==> config.mk <==
export PLATFORM = sky130hd
export DESIGN_NAME = adc_acq_sequencer
export DESIGN_NICKNAME = d
export VERILOG_FILES = /design/src/rtl/adc_acq_sequencer.sv
export SDC_FILE = /design/constraint.sdc
export NUM_CORES = 1
export LEC_CHECK = 0
export BUFFER_PORTS_ARGS = -buffer_cell sky130_fd_sc_hd__buf_2
export CORE_MARGIN = 5
export CORE_UTILIZATION = 42
export DETAILED_ROUTE_END_ITERATION = 10
export GPL_ROUTABILITY_DRIVEN = 0
export GPL_TIMING_DRIVEN = 0
export PLACE_DENSITY = 0.69
export SLEW_MARGIN = 25
export SYNTH_ARGS = -nofsm -noshare
export SYNTH_HDL_FRONTEND = slang
export SYNTH_SLANG_ARGS = --single-unit
==> constraint.sdc <==
create_clock -name ADC_outclock -period 3.1 [get_ports ADC_outclock]
set_input_delay 0.465 -clock ADC_outclock [delete_from_list [all_inputs] [get_ports ADC_outclock]]
set_output_delay 0.465 -clock ADC_outclock [all_outputs]
set_load 0.01 [all_outputs]
==> src/rtl/adc_acq_sequencer.sv <==
// adc_acq_sequencer: burst acquisition controller driving the ADC_acquire strobe and FIFO clear.
// Optional FIFO fill guard: define ACQ_FIFO_GUARD_EN to stop a burst at a pair boundary on fifo_almost_full.
module adc_acq_sequencer #(
  parameter int CLR_CYCLES       = 4,
  parameter int TRIG_SYNC_STAGES = 2
) (
  input  logic        ADC_outclock,
  input  logic        reset,
  input  logic        start,
  input  logic        stop,
  input  logic [15:0] cfg_burst_len,
  input  logic [15:0] cfg_n_bursts,
  input  logic [15:0] cfg_gap,
  input  logic        cfg_trig_mode,
  input  logic        ext_trigger,
  input  logic        fifo_almost_full,
  output logic        ADC_acquire,
  output logic        clr_fifo,
  output logic        busy,
  output logic        done,
  output logic        overflow,
  output logic [15:0] bursts_done
);

  // state     | meaning
  // IDLE      | waiting for start
  // CLEAR     | clr_fifo held for CLR_CYCLES
  // WAIT_TRIG | one cycle (mode 0) or until synchronized trigger edge (mode 1)
  // ACQ       | ADC_acquire high, 2 cycles per averaged word
  // GAP       | programmable low time between bursts
  // DONE      | one-cycle done pulse
  typedef enum logic [2:0] {
    S_IDLE, S_CLEAR, S_WAIT_TRIG, S_ACQ, S_GAP, S_DONE
  } state_t;

  state_t state, state_nxt;

  logic [15:0] len_q, nb_q, gap_q;
  logic        mode_q;
  logic [15:0] timer;
  logic [15:0] words_left;
  logic        phase;
  logic        stop_pend;
  logic        trig_hit;
  logic [TRIG_SYNC_STAGES-1:0] trig_sync;
  logic        trig_prev;
  logic        trig_rise;
  logic [15:0] bursts_q;

  logic pair_end, last_pair, run_end, stop_hit, guard_hit;
  logic acq_d, clr_d, busy_d, done_d;

  assign pair_end  = (state == S_ACQ) && phase;
  assign last_pair = pair_end && (words_left == 16'd1);
  assign run_end   = last_pair && (nb_q != 16'd0) && ((bursts_q + 16'd1) == nb_q);
  assign stop_hit  = stop || stop_pend;

`ifdef ACQ_FIFO_GUARD_EN
  logic ovf_q;
  assign guard_hit = pair_end && fifo_almost_full;

  always_ff @(posedge ADC_outclock) begin
    if (reset)
      ovf_q <= 1'b0;
    else if (state == S_IDLE && start)
      ovf_q <= 1'b0;
    else if (guard_hit)
      ovf_q <= 1'b1;
  end

  assign overflow = ovf_q;
`else
  logic unused_fifo_flag;
  assign unused_fifo_flag = fifo_almost_full;
  assign guard_hit = 1'b0;
  assign overflow  = 1'b0;
`endif

  always_ff @(posedge ADC_outclock) begin
    if (reset)
      state <= S_IDLE;
    else
      state <= state_nxt;
  end

  always_comb begin
    state_nxt = state;
    case (state)
      S_IDLE:
        if (start) state_nxt = S_CLEAR;
      S_CLEAR:
        if (timer == 16'd1) state_nxt = stop_hit ? S_DONE : S_WAIT_TRIG;
      S_WAIT_TRIG:
        if (stop)                    state_nxt = S_DONE;
        else if (!mode_q || trig_hit) state_nxt = S_ACQ;
      S_ACQ:
        // exits only on a pair boundary so the acquire run is always even
        if (pair_end) begin
          if (run_end || stop_hit || guard_hit) state_nxt = S_DONE;
          else if (last_pair) state_nxt = (gap_q != 16'd0) ? S_GAP : S_WAIT_TRIG;
        end
      S_GAP:
        if (stop)                 state_nxt = S_DONE;
        else if (timer == 16'd1)  state_nxt = S_WAIT_TRIG;
      S_DONE:
        state_nxt = S_IDLE;
      default:
        state_nxt = S_IDLE;
    endcase
  end

  always_ff @(posedge ADC_outclock) begin
    if (reset) begin
      len_q      <= 16'd0;
      nb_q       <= 16'd0;
      gap_q      <= 16'd0;
      mode_q     <= 1'b0;
      timer      <= 16'd0;
      words_left <= 16'd0;
      phase      <= 1'b0;
      stop_pend  <= 1'b0;
      trig_hit   <= 1'b0;
      trig_sync  <= '0;
      trig_prev  <= 1'b0;
      trig_rise  <= 1'b0;
      bursts_q   <= 16'd0;
    end else begin
      trig_sync <= {trig_sync[TRIG_SYNC_STAGES-2:0], ext_trigger};
      trig_prev <= trig_sync[TRIG_SYNC_STAGES-1];
      trig_rise <= trig_sync[TRIG_SYNC_STAGES-1] && !trig_prev;
      // edges are only remembered while waiting; anything earlier is dropped
      trig_hit  <= (state == S_WAIT_TRIG) && (state_nxt == S_WAIT_TRIG) && mode_q &&
                   (trig_hit || trig_rise);
      stop_pend <= (state == state_nxt) && (state == S_CLEAR || state == S_ACQ) &&
                   (stop_pend || stop);

      case (state)
        S_IDLE:
          if (start) begin
            len_q    <= (cfg_burst_len == 16'd0) ? 16'd1 : cfg_burst_len;
            nb_q     <= cfg_n_bursts;
            gap_q    <= cfg_gap;
            mode_q   <= cfg_trig_mode;
            bursts_q <= 16'd0;
            timer    <= 16'(CLR_CYCLES);
          end
        S_CLEAR, S_GAP:
          timer <= timer - 16'd1;
        S_ACQ: begin
          phase <= !phase;
          if (phase)     words_left <= words_left - 16'd1;
          if (last_pair) bursts_q   <= bursts_q + 16'd1;
        end
        default: ;
      endcase

      if (state_nxt == S_ACQ && state != S_ACQ) begin
        words_left <= len_q;
        phase      <= 1'b0;
      end
      if (state == S_ACQ && state_nxt == S_GAP)
        timer <= gap_q;
    end
  end

  always_comb begin
    acq_d  = (state_nxt == S_ACQ);
    clr_d  = (state_nxt == S_CLEAR);
    busy_d = (state_nxt != S_IDLE);
    done_d = (state_nxt == S_DONE);
  end

  always_ff @(posedge ADC_outclock) begin
    if (reset) begin
      ADC_acquire <= 1'b0;
      clr_fifo    <= 1'b0;
      busy        <= 1'b0;
      done        <= 1'b0;
    end else begin
      ADC_acquire <= acq_d;
      clr_fifo    <= clr_d;
      busy        <= busy_d;
      done        <= done_d;
    end
  end

  assign bursts_done = bursts_q;

endmodule
Yosys cells after proc, flatten, opt, wreduce, memory -nomap -nowiden
Cells that the tools add are included.
{"block": "word_totals", "reg_bits": 111}
{"block": "op_classes", "add_sub_neg": 3, "n_eq_ne": 17, "mux": 22, "n_reduce_logical": 35}
{"cell": "16-bit 2-to-1 mux", "n": 8}
{"cell": "16-bit one-hot mux with 2 select lines", "n": 2}
{"cell": "3-bit 2-to-1 mux", "n": 11}
{"cell": "16-bit by 1-bit equality test with 1-bit output, second input constant", "n": 2}
{"cell": "16-bit nonzero test", "n": 2}
{"cell": "16-bit by 1-bit subtractor with 16-bit output, second input constant", "n": 2}
{"cell": "16-bit by 1-bit adder with 16-bit output, second input constant", "n": 1}
{"cell": "16-bit equality test", "n": 1}
{"cell": "16-bit zero test", "n": 1}
{"cell": "3-bit one-hot mux with 5 select lines", "n": 1}
{"cell": "3-bit by 2-bit equality test with 1-bit output, second input constant", "n": 4}
{"cell": "1-bit logical AND", "n": 12}
{"cell": "3-bit equality test, second input constant", "n": 3}
{"cell": "3-bit by 1-bit equality test with 1-bit output, second input constant", "n": 2}
{"cell": "2-bit AND reduction", "n": 3}
{"cell": "2-bit nonzero test", "n": 3}
{"cell": "3-bit nonzero test", "n": 2}
{"cell": "1-bit logical OR", "n": 5}
{"cell": "2-bit != test, second input constant", "n": 2}
{"cell": "2-bit OR reduction", "n": 2}
{"cell": "3-bit equality test", "n": 1}
{"cell": "1-bit zero test", "n": 3}
{"cell": "3-bit zero test", "n": 1}
{"cell": "3-bit by 2-bit != test with 1-bit output, second input constant", "n": 1}
{"cell": "other kinds (2)", "n": 2}

Longest topological paths before layout
Gate-level depths: netlist of the first run.
{"block": "logic_depth", "depth_word": 13, "ltp_mapped": 11, "depth_no_buf": 9}

Worst setup path before layout of the first run
OpenSTA, ideal clock, no wires.
{"block": "synth_path", "path_type": "reg2reg", "start": "register words_left[6]", "end": "register timer[0]", "t_arrival_ns": 2.827, "required_time_ns": 2.979, "setup_slack_ns": 0.152, "path_stages_with_launch": 9, "n_path_buf": 1, "period_less_slack_ns": 2.948, "cell_sequence": "dfxtp_1 or4_4 or3_4 or4_4 buf_6 a2111oi_4 o2111ai_4 nand2_4 mux2_4"}
{"block": "synth_via", "elab_chain_cells": 12, "elab_cells_between_ends": 15, "classes_between": "eq/ne: 3; mux: 5; reduce/logical: 7"}
{"element": "start: declaration", "line_no": "41", "rtl": "logic [15:0] words_left;"}
{"element": "start signal: assignment", "line_no": "151", "rtl": "if (phase) words_left <= words_left - 16'd1;"}
{"element": "start signal: assignment", "line_no": "158", "rtl": "words_left <= len_q;"}
{"element": "16-bit by 1-bit equality test with 1-bit output *", "line_no": "54", "rtl": "assign last_pair = pair_end && (words_left == 16'd1);"}
{"element": "1-bit logical AND *", "line_no": "54"}
{"element": "1-bit logical AND (2 in series)", "line_no": "55", "rtl": "assign run_end = last_pair && (nb_q != 16'd0) && ((bursts_q + 16'd1) == nb_q);"}
{"element": "1-bit logical OR", "line_no": "99", "rtl": "if (run_end || stop_hit || guard_hit) state_nxt = S_DONE;"}
{"element": "3-bit 2-to-1 mux *", "line_no": "99"}
{"element": "3-bit 2-to-1 mux *", "line_no": "98", "rtl": "if (pair_end) begin"}
{"element": "3-bit one-hot mux with 5 select lines *", "line_no": "88", "rtl": "case (state)"}
{"element": "3-bit equality test *", "line_no": "161", "rtl": "if (state == S_ACQ && state_nxt == S_GAP)"}
{"element": "1-bit logical AND *", "line_no": "161"}
{"element": "3-bit != test (no source line) / 3-bit nonzero test (equally long branches)"}
{"element": "2-bit AND reduction (no source line)"}
{"element": "end signal: assignment", "line_no": "145", "rtl": "timer <= 16'(CLR_CYCLES);"}
{"element": "end signal: assignment", "line_no": "148", "rtl": "timer <= timer - 16'd1;"}
{"element": "end signal: assignment", "line_no": "162", "rtl": "timer <= gap_q;"}
{"element": "end: declaration", "line_no": "40", "rtl": "logic [15:0] timer;"}
Mark *: on every way between the ends. The rest lies on a longest branch, timed or not.
A chain may end at the register's enable or synchronous reset.

Final worst setup path of the first run
{"block": "layout_path", "start": "register words_left[6]", "end": "register timer[6]"}
The elaborated chain is that of the path after synthesis.

==> flow_metrics.tcl, run 1 <==
set metrics [dict create \
    fin_crit_ps 3050 \
    die_w_um 128 \
    synth_common_cells "nand2_1, dfxtp_1, a21oi_1" \
    core_area_mm2 0.0138 \
    antenna_cells 0 \
    cts.sink_count 111 \
    first_pass_iters 5 \
    vias 5719 \
    area_growth_pct 19.5 \
    r2r_start "words_left[6]$_SDFFE_PP0P_" \
    worstRegToRegCells 9 \
    yosys_warnings 0 \
    peakVddDrop_v 0.000336 \
    grt.overflow.total 0 \
    fin_skew_ps 6.10 \
    r2r-end "timer[6]$_SDFFE_PP0P_" \
    antenna_found_initial 0 \
    routed_wl_mm 16.4 \
    crit_chain "or4_4 > or3_4 > or4_4 > buf_6 > a2111oi_4 > buf_4 > buf_8 > a211oi_1 > a41o_1" \
    core.rowCount 43 \
    place_hpwl_mm 12.0 \
    ioPinCount 76 \
    path_common_cell "or4_4" \
    setup_viol 0 \
    grt_pass1_vias 5196 \
    post_drt_wl_per_cell_um 16.1 \
    max_slew_margin_pct 36.5 \
    avgViaCountPerCell 5.59 \
    period_share_pct 98.5 \
    yosysMostFrequentCell "nand2_1" \
    min-delay-start "ext_trigger" \
    fill_cells 1398 \
    yosysTopAreaCellShare_pct 38.0 \
    start_util_pct 42.5 \
    drive_above_1_share_pct 17.7 \
    power.density_mw_per_mm2 485 \
    syn_nets 805 \
    min_path_type "in -> reg" \
    r2r_slack_ps 50 \
    fin_nets 898 \
    htree_levels 3 \
    placed_cell_area_mm2 0.00647 \
    power.leakage_nw 2.68 \
    hold_violations 0 \
    port_buffers 72 \
    cp.required_ps 3350 \
    drt_iter0_drc 540 \
    rsz0062_at_grt "true" \
    slowest_stage "or4_4" \
    cp_slowest_stage_delay_ps 540 \
    maxCapViolCount 0 \
    synthArstFlopShare_pct 0 \
    dieArea_mm2 0.0164 \
    min_to "trig_sync[0]$_SDFF_PP0_" \
    cts_tree "done" \
    cp.arrival_ps 3300 \
    drc 0 \
    synth_enable_flop_cells 0 \
    cts_buffers 9 \
    cp-end-kind "flip-flop" \
    cts.clk_slew.worst_paths_ps 70 \
    synth_ff_type "dfxtp_1" \
    crit_type "reg -> reg" \
    drtAntennaViolNets 0 \
    synth_area_leaders "dfxtp_1, nand2_1, a21oi_1" \
    root_buffer "clkbuf_16" \
    syn_area_mm2 0.00585 \
    die_h_um 128 \
    critPathLaunchType "flip-flop" \
    cts_hold_buf 0 \
    clk_path_buf_depth 2 \
    synth_seq_cells 111 \
    max_freq_ghz 0.327 \
    grt_pass1_wl_mm 26.2 \
    yosysTopAreaCell "dfxtp_1" \
    whs_path_depth 2 \
    total_power_mw 3.39 \
    grt_util_all_layers_pct 19.8 \
    grt_max_degree 18 \
    status "finished clean" \
    tightestPinTransition_ps 940 \
    slew_viol_final 0 \
    ys_types 61 \
    synth.avg_cell_area_um2 7.86 \
    syn_inst 745 \
    final_area_mm2 0.00700 \
    synth_seq_area_share_pct 38.0 \
    worst-path-max-fanout 10 \
    insertion_delay_ps 350 \
]
[sequential cells by signal (all words and copies together) (netlist names)]
| signal | flops |
|---|---|
| done | 1 |
| bursts_done | 16 |
| clr_fifo | 1 |
| len_q | 16 |
| words_left | 16 |
| gap_q | 16 |
| stop_pend | 1 |
| phase | 1 |
| mode_q | 1 |
| trig_hit | 1 |
| state | 3 |
| ADC_acquire | 1 |
| busy | 1 |
| timer | 16 |
| trig_prev | 1 |
| trig_sync | 2 |
| trig_rise | 1 |
| nb_q | 16 |
[per-layer routing]
layer	wire (um)	track usage, %	vias up
met1	7600	26.8	2657
met2	7660	32.0	185
met5	0	0	-
li1	-	-	2859
met3	913	4.46	18
met4	246	4.81	0
[per-stage QoR]
step | hold WS (ps) | util, % | setup slack, ps | setup TNS (ps) | std cells
detailed placement | 379 | 47.0 | -382 | -7660 | 999
finish | 325 | 50.8 | 45.5 | 0 | 1023
floorplan | 367 | - | 152 | 0 | 745
global placement | 371 | 46.8 | -677 | -25250 | 997
CTS | 323 | 50.1 | 12.6 | 0 | 1021
global route | 334 | 50.8 | -11.3 | -58.7 | 1023
[final cells by class]
cell class | instances | area, um^2 | share of cell area (%)
multi-input cells | 574 | 3520 | 50.4
flip-flops and latches | 111 | 2230 | 31.8
repair buffers | 84 | 454 | 6.49
clock buffers | 11 | 243 | 3.47
well taps | 180 | 225 | 3.22
plain buffers | 47 | 201 | 2.88
clock inverters | 5 | 81.3 | 1.16
inverters | 11 | 41.3 | 0.590
[worst max path at each step]
stage | from | endpoint | cells past startpoint
after floorplan | words_left[6]$_SDFFE_PP0P_ | timer[0]$_SDFFE_PP0P_ | 8
after detailed placement | bursts_done[0]$_SDFFE_PP0P_ | ADC_acquire$_SDFF_PP0_ | 10
after CTS | words_left[6]$_SDFFE_PP0P_ | timer[13]$_SDFFE_PP0P_ | 7
final | words_left[6]$_SDFFE_PP0P_ | timer[6]$_SDFFE_PP0P_ | 9
after global routing | timer[0]$_SDFFE_PP0P_ | timer[6]$_SDFFE_PP0P_ | 11
after global placement | state[0]$_SDFF_PP0_ | bursts_done[5]$_SDFFE_PP0P_ | 9
[cells by family after synthesis]
logic type,count (synthesis),synth area share [%]
and+or+nand+nor,336,28.4
AOI/OAI and AO/OA,187,20.7
buffers and inverters,61,4.36
muxes,13,2.84
DFF,111,38.0
other,1,0.0641
xor gates and xnor gates,31,4.64
adders and majority gates,5,1.07
[cells in the final DEF (no fill, tap or decap), types with 14 or more instances in the layout]
master    count
dfxtp_1     109
a21oi_1      93
xnor2_1      17
xor2_1       14
nor2_1       70
o21ai_0      29
nor4_1       20
buf_2        75
nand2_1     128
nand3_1      15
clkbuf_1     43
nor3_1       16
[what timing repair did]
item	in CTS	in global routing
pin swaps	4	4
gates resized for setup	13	18
cloned	2	0
buffers inserted	6	3
endpoints found under the setup margin	41	40
[where the power goes]
group          total, mW  internal [mW]  switching (mW)
Sequential          1.58           1.50          0.0769
Combinational      0.559          0.230           0.329
Clock               1.25          0.731           0.522
Total               3.39           2.46           0.928
[critical path: cells and delay by family (launching register included)]
family / cells / cell delay [ps]
AOI/OAI and AO/OA: 3 / 640
buffers and inverters: 3 / 530
DFF: 1 / 360
and+or+nand+nor: 3 / 1400
No activity file was read; power rests on OpenSTA's default activity.
==> inputs of run 2 (changes only) <==
- CTS_BUF_LIST: unset -> sky130_fd_sc_hd__clkbuf_8
- GPL_ROUTABILITY_DRIVEN: 0 -> 1
- RECOVER_POWER: unset -> 100
==> run 2 against run 1 <==
Net effect: worst setup slack lost 30 ps; clock-buffer cell count shrank 1; flip-flop and latch count is the same; clock skew grew 1.4 ps; core utilization shrank 1.0 points; worst hold slack lost 41 ps; highest routed layer unchanged; register-to-register slack lost 30 ps; routed wire length shrank 0.53%; die area is the same; via count grew 0.17%; sequential share of layout area grew 0.69 points.
==> flow_metrics.tcl, run 2 (synthesized netlist as in run 1, its figures left out) <==
set metrics [dict create \
    fin_skew_ps 7.53 \
    fill_cells 1427 \
    gp_congestion 0.870 \
    power_switching_mw 0.897 \
    place_inst 999 \
    max_freq_ghz 0.324 \
    power.density_mw_per_mm2 452 \
    port_buffers 72 \
    grt.overflow.total 0 \
    seq_power_share_pct 50.9 \
    antenna_cells 0 \
    fin_nets 901 \
    cp-end-kind "flip-flop" \
    tightestPinTransition_ps 938 \
    grt_util_all_layers_pct 19.7 \
    status "finished clean" \
    root_buffer "clkbuf_8" \
    setup_viol 0 \
    insertion_delay_ps 390 \
    dp_slack_ps -382 \
    rsz0062_at_grt "true" \
    peakVddDrop_v 0.000378 \
    critPathLaunchType "flip-flop" \
    power.leakage_nw 2.56 \
    combPwrFrac_pct 17.8 \
    drt_iter0_drc 545 \
    mostFrequentLayoutCells "nand2_1, dfxtp_1, a21oi_1" \
    die_h_um 128 \
    vias 5729 \
    hold_violations 0 \
    slew_viol_final 0 \
    start_util_pct 42.5 \
    min_path_type "in -> reg" \
    period_share_pct 99.5 \
    clk_path_buf_depth 2 \
    antenna_found_initial 0 \
    drive_above_1_share_pct 15.5 \
    cts.sink_count 111 \
    core_area_mm2 0.0138 \
    regArea_mm2 0.00223 \
    grt_pass1_wl_mm 26.2 \
    cts_tree "done" \
    p_int_mw 2.20 \
    routed_wl_mm 16.3 \
    place_hpwl_mm 12.0 \
    p_sw_share_pct 28.9 \
    htree_levels 3 \
    ioPinCount 76 \
    cp.arrival_ps 3370 \
    first_pass_iters 5 \
    multi_input_area_mm2 0.00349 \
    core.rowCount 43 \
    final_area_mm2 0.00686 \
    fin_crit_ps 3080 \
    worst_slack_ps 15.4 \
    avgViaCountPerCell 5.58 \
    maxCapViolCount 0 \
    cts.clk_slew.worst_paths_ps 100 \
    fin_cells 1026 \
    post_drt_wl_per_cell_um 15.9 \
    grt_max_degree 18 \
    final_common_cell "nand2_1" \
    clkPwrFrac_pct 31.3 \
    placed_cell_area_mm2 0.00647 \
    die_w_um 128 \
    drc 0 \
    cp.required_ps 3390 \
    crit_type "reg -> reg" \
    dieArea_mm2 0.0164 \
    drtAntennaViolNets 0 \
    cts_buffers 9 \
    max_slew_margin_pct 36.6 \
    grt_pass1_vias 5191 \
    worst-path-max-fanout 10 \
    area_growth_pct 17.1 \
]
[run 2: through the flow]
| step | TNS [ps] | power (mW) | utilization [%] | hold WS [ps] |
|---|---|---|---|---|
| floorplan | 0 | 1.97 | - | 367 |
| global placement | -25250 | 2.13 | 46.8 | 371 |
| detailed placement | -7660 | 2.14 | 47.0 | 379 |
| CTS | 0 | 3.11 | 49.7 | 273 |
| global route | -129 | 3.25 | 49.8 | 283 |
| finish | 0 | 3.10 | 49.8 | 284 |
[run 2: final timing paths]
| path | from | to | slack, ps | cells after the start |
|---|---|---|---|---|
| min | ext_trigger | trig_sync[0]$_SDFF_PP0_ | 280 | 2 |
| min reg2reg | trig_prev$_SDFF_PP0_ | trig_rise$_SDFF_PP0_ | 400 | 1 |
| max | words_left[9]$_SDFFE_PP0P_ | timer[6]$_SDFFE_PP0P_ | 20 | 9 |
| max reg2reg | words_left[9]$_SDFFE_PP0P_ | timer[6]$_SDFFE_PP0P_ | 20 | 9 |
[run 2: final cells by class]
cell class	count	area share (%)
timing repair buffer	87	6.50
tap	180	3.28
buffer	47	2.88
inverter	11	0.602
clock inverter	6	1.24
sequential	111	32.5
clock buffer	10	2.01
multi-input combinational	574	51.0
[run 2: layer usage]
metal,track usage (%),wire length (um)
met1,26.8,7490
met2,31.9,7650
met3,4.33,982
met4,4.93,220
met5,0,0
[run 2: power groups by stage]
stage | Combinational (mW) | Sequential [mW] | Clock, mW
2_1_floorplan | 0.385 | 1.59 | 0
3_3_place_gp | 0.527 | 1.60 | 0
3_5_place_dp | 0.533 | 1.61 | 0
4_1_cts | 0.541 | 1.58 | 0.995
5_1_grt | 0.613 | 1.59 | 1.05
6_report | 0.551 | 1.58 | 0.971
[run 2: critical path, stage by stage, from the launching register on]
cell,delay [ps]
dfxtp_2,330
or4_4,540
or3_4,420
or4_4,480
buf_4,210
a2111oi_4,350
buf_4,210
buf_6,140
a211oi_1,80
a41o_1,230
[run 2: repair_timing]
item / in CTS / in global routing
buffers inserted: 10 / 2
endpoints found under the hold margin: 0 / 0
endpoints found under the setup margin: 41 / 40
resized for setup: 17 / 10
hold buffers: 0 / 0
pin swaps: 6 / 4
cloned: 2 / 0
==> inputs of run 3 (changes only) <==
- PLACE_DENSITY: 0.69 -> unset
==> run 3 against run 2 <==
Net effect: global-route usage increased by 2.1 points; critical path type unchanged; clock-buffer cell count stayed put; highest routed layer unchanged; sequential power is essentially flat; worst hold slack about the same; core utilization grew 0.47 points; first-iteration DRC count fell by 8.4%; critical endpoint is now timer[14]$_SDFFE_PP0P_; register-to-register slack about the same; routed wire length is 9.7% higher.
==> flow_metrics.tcl, run 3 (synthesized netlist as in run 1, its figures left out) <==
set metrics [dict create \
    whs_path_depth 2 \
    fin_crit_ps 3080 \
    routed_wl_mm 17.9 \
    peakVddDrop_v 0.000213 \
    port_buffers 72 \
    finalSetupTns_ps 0 \
    start_util_pct 42.5 \
    grt_use_met3_pct 4.13 \
    r2r-end "timer[14]$_SDFFE_PP0P_" \
    core_area_mm2 0.0138 \
    cts_hold_buf 0 \
    cp-end-kind "flip-flop" \
    grt_util_met1_pct 29.2 \
    power.density_mw_per_mm2 429 \
    die_h_um 128 \
    top_usage_layer "met2" \
    dp_slack_ps -430 \
    worst_slack_ps 24.2 \
    r2r_slack_ps 20 \
    mostFrequentLayoutCells "nand2_1, dfxtp_1, a21oi_1" \
    die_w_um 128 \
    avgViaCountPerCell 5.69 \
    grt_pass1_vias 5621 \
    r2r_start "words_left[7]$_SDFFE_PP0P_" \
    cts.sink_count 111 \
    grt.overflow.total 0 \
    critPathLaunchType "flip-flop" \
    insertion_delay_ps 390 \
    drive_above_1_share_pct 16.9 \
    ioPinCount 76 \
    grt_pass1_wl_mm 28.6 \
    maxCapViolCount 0 \
    fill_cells 1391 \
    cts_tree "done" \
    place_hpwl_mm 12.8 \
    worst-path-max-fanout 5 \
    crit_start "words_left[7]$_SDFFE_PP0P_" \
    vias 5848 \
    period_share_pct 99.2 \
    first_pass_iters 5 \
    final_area_mm2 0.00692 \
    rsz0062_at_grt "true" \
    cts_buffers 9 \
    drt_iter0_drc 499 \
    cp.required_ps 3380 \
    antenna_cells 0 \
    worstRegToRegCells 7 \
    cp.arrival_ps 3360 \
    grt_max_degree 17 \
    antenna_found_initial 0 \
    placed_cell_area_mm2 0.00646 \
    drtAntennaViolNets 0 \
    hold_violations 0 \
    crit_type "reg -> reg" \
    htree_levels 3 \
    area_growth_pct 18.2 \
    total_power_mw 2.97 \
    min-delay-start "ext_trigger" \
    max_slew_margin_pct 33.5 \
    post_drt_wl_per_cell_um 17.4 \
    tightestPinTransition_ps 984 \
    setup_viol 0 \
    fin_nets 904 \
    min_to "trig_sync[0]$_SDFF_PP0_" \
    final_common_cell "nand2_1" \
    gp_congestion 0.881 \
    use_met2_pct 35.2 \
    dieArea_mm2 0.0164 \
    max_freq_ghz 0.325 \
    power.leakage_nw 2.58 \
    fin_skew_ps 12.4 \
    core.rowCount 43 \
    root_buffer "clkbuf_8" \
    status "finished clean" \
    cts.clk_slew.worst_paths_ps 100 \
    min_path_type "in -> reg" \
    grt_util_all_layers_pct 21.8 \
    slew_viol_final 0 \
    drc 0 \
    clk_path_buf_depth 2 \
]
[run 3: metal layers]
metal | wire [um] | part of all wire, %
met3 | 975 | 5.4
met2 | 8270 | 46
met1 | 8190 | 46
met4 | 483 | 2.7
met5 | 0 | 0
[run 3: power breakdown]
group          internal [mW]  switching, mW
clock network          0.304          0.502
logic                  0.235          0.345
registers               1.50         0.0814
total                   2.04          0.929
[run 3: cell type report]
type	instances	area [um^2]	area share, %
buffer	45	190	2.75
clock buffer	10	138	1.99
clock inverter	5	27.5	0.398
inverter	11	41.3	0.597
multi-input combinational	575	3580	51.7
sequential	111	2230	32.2
tap	180	225	3.25
timing repair buffer	91	489	7.07
[run 3: worst max-delay path: stages (launching register included)]
cell	delay [ps]
dfxtp_4	350
or4_4	520
or3_4	400
or4_4	480
a2111oi_4	320
o2111ai_4	340
nand2_4	240
mux2_4	310
[run 3: how the worst max path moves through the flow]
stage	end	slack (ps)	cells past startpoint
floorplan	timer[0]$_SDFFE_PP0P_	150	8
global placement	words_left[7]$_SDFFE_PP0P_	-610	7
detailed placement	ADC_acquire$_SDFF_PP0_	-430	10
CTS	timer[15]$_SDFFE_PP0P_	-10	7
global route	ADC_acquire$_SDFF_PP0_	-40	8
finish	timer[14]$_SDFFE_PP0P_	20	7
[run 3: per-stage QoR]
stage | hold WS (ps) | instances | utilization, %
2_1_floorplan | 367 | 745 | -
3_3_place_gp | 374 | 997 | 46.8
3_5_place_dp | 378 | 998 | 46.9
4_1_cts | 260 | 1023 | 49.5
5_1_grt | 279 | 1028 | 50.3
6_report | 283 | 1028 | 50.3
[run 3: what timing repair did]
| item | 4_1_cts | 5_1_grt |
|---|---|---|
| pin swaps | 6 | 8 |
| cloned | 3 | 0 |
| buffers inserted | 8 | 9 |
| setup endpoints to repair | 51 | 52 |
| resized for setup | 24 | 12 |
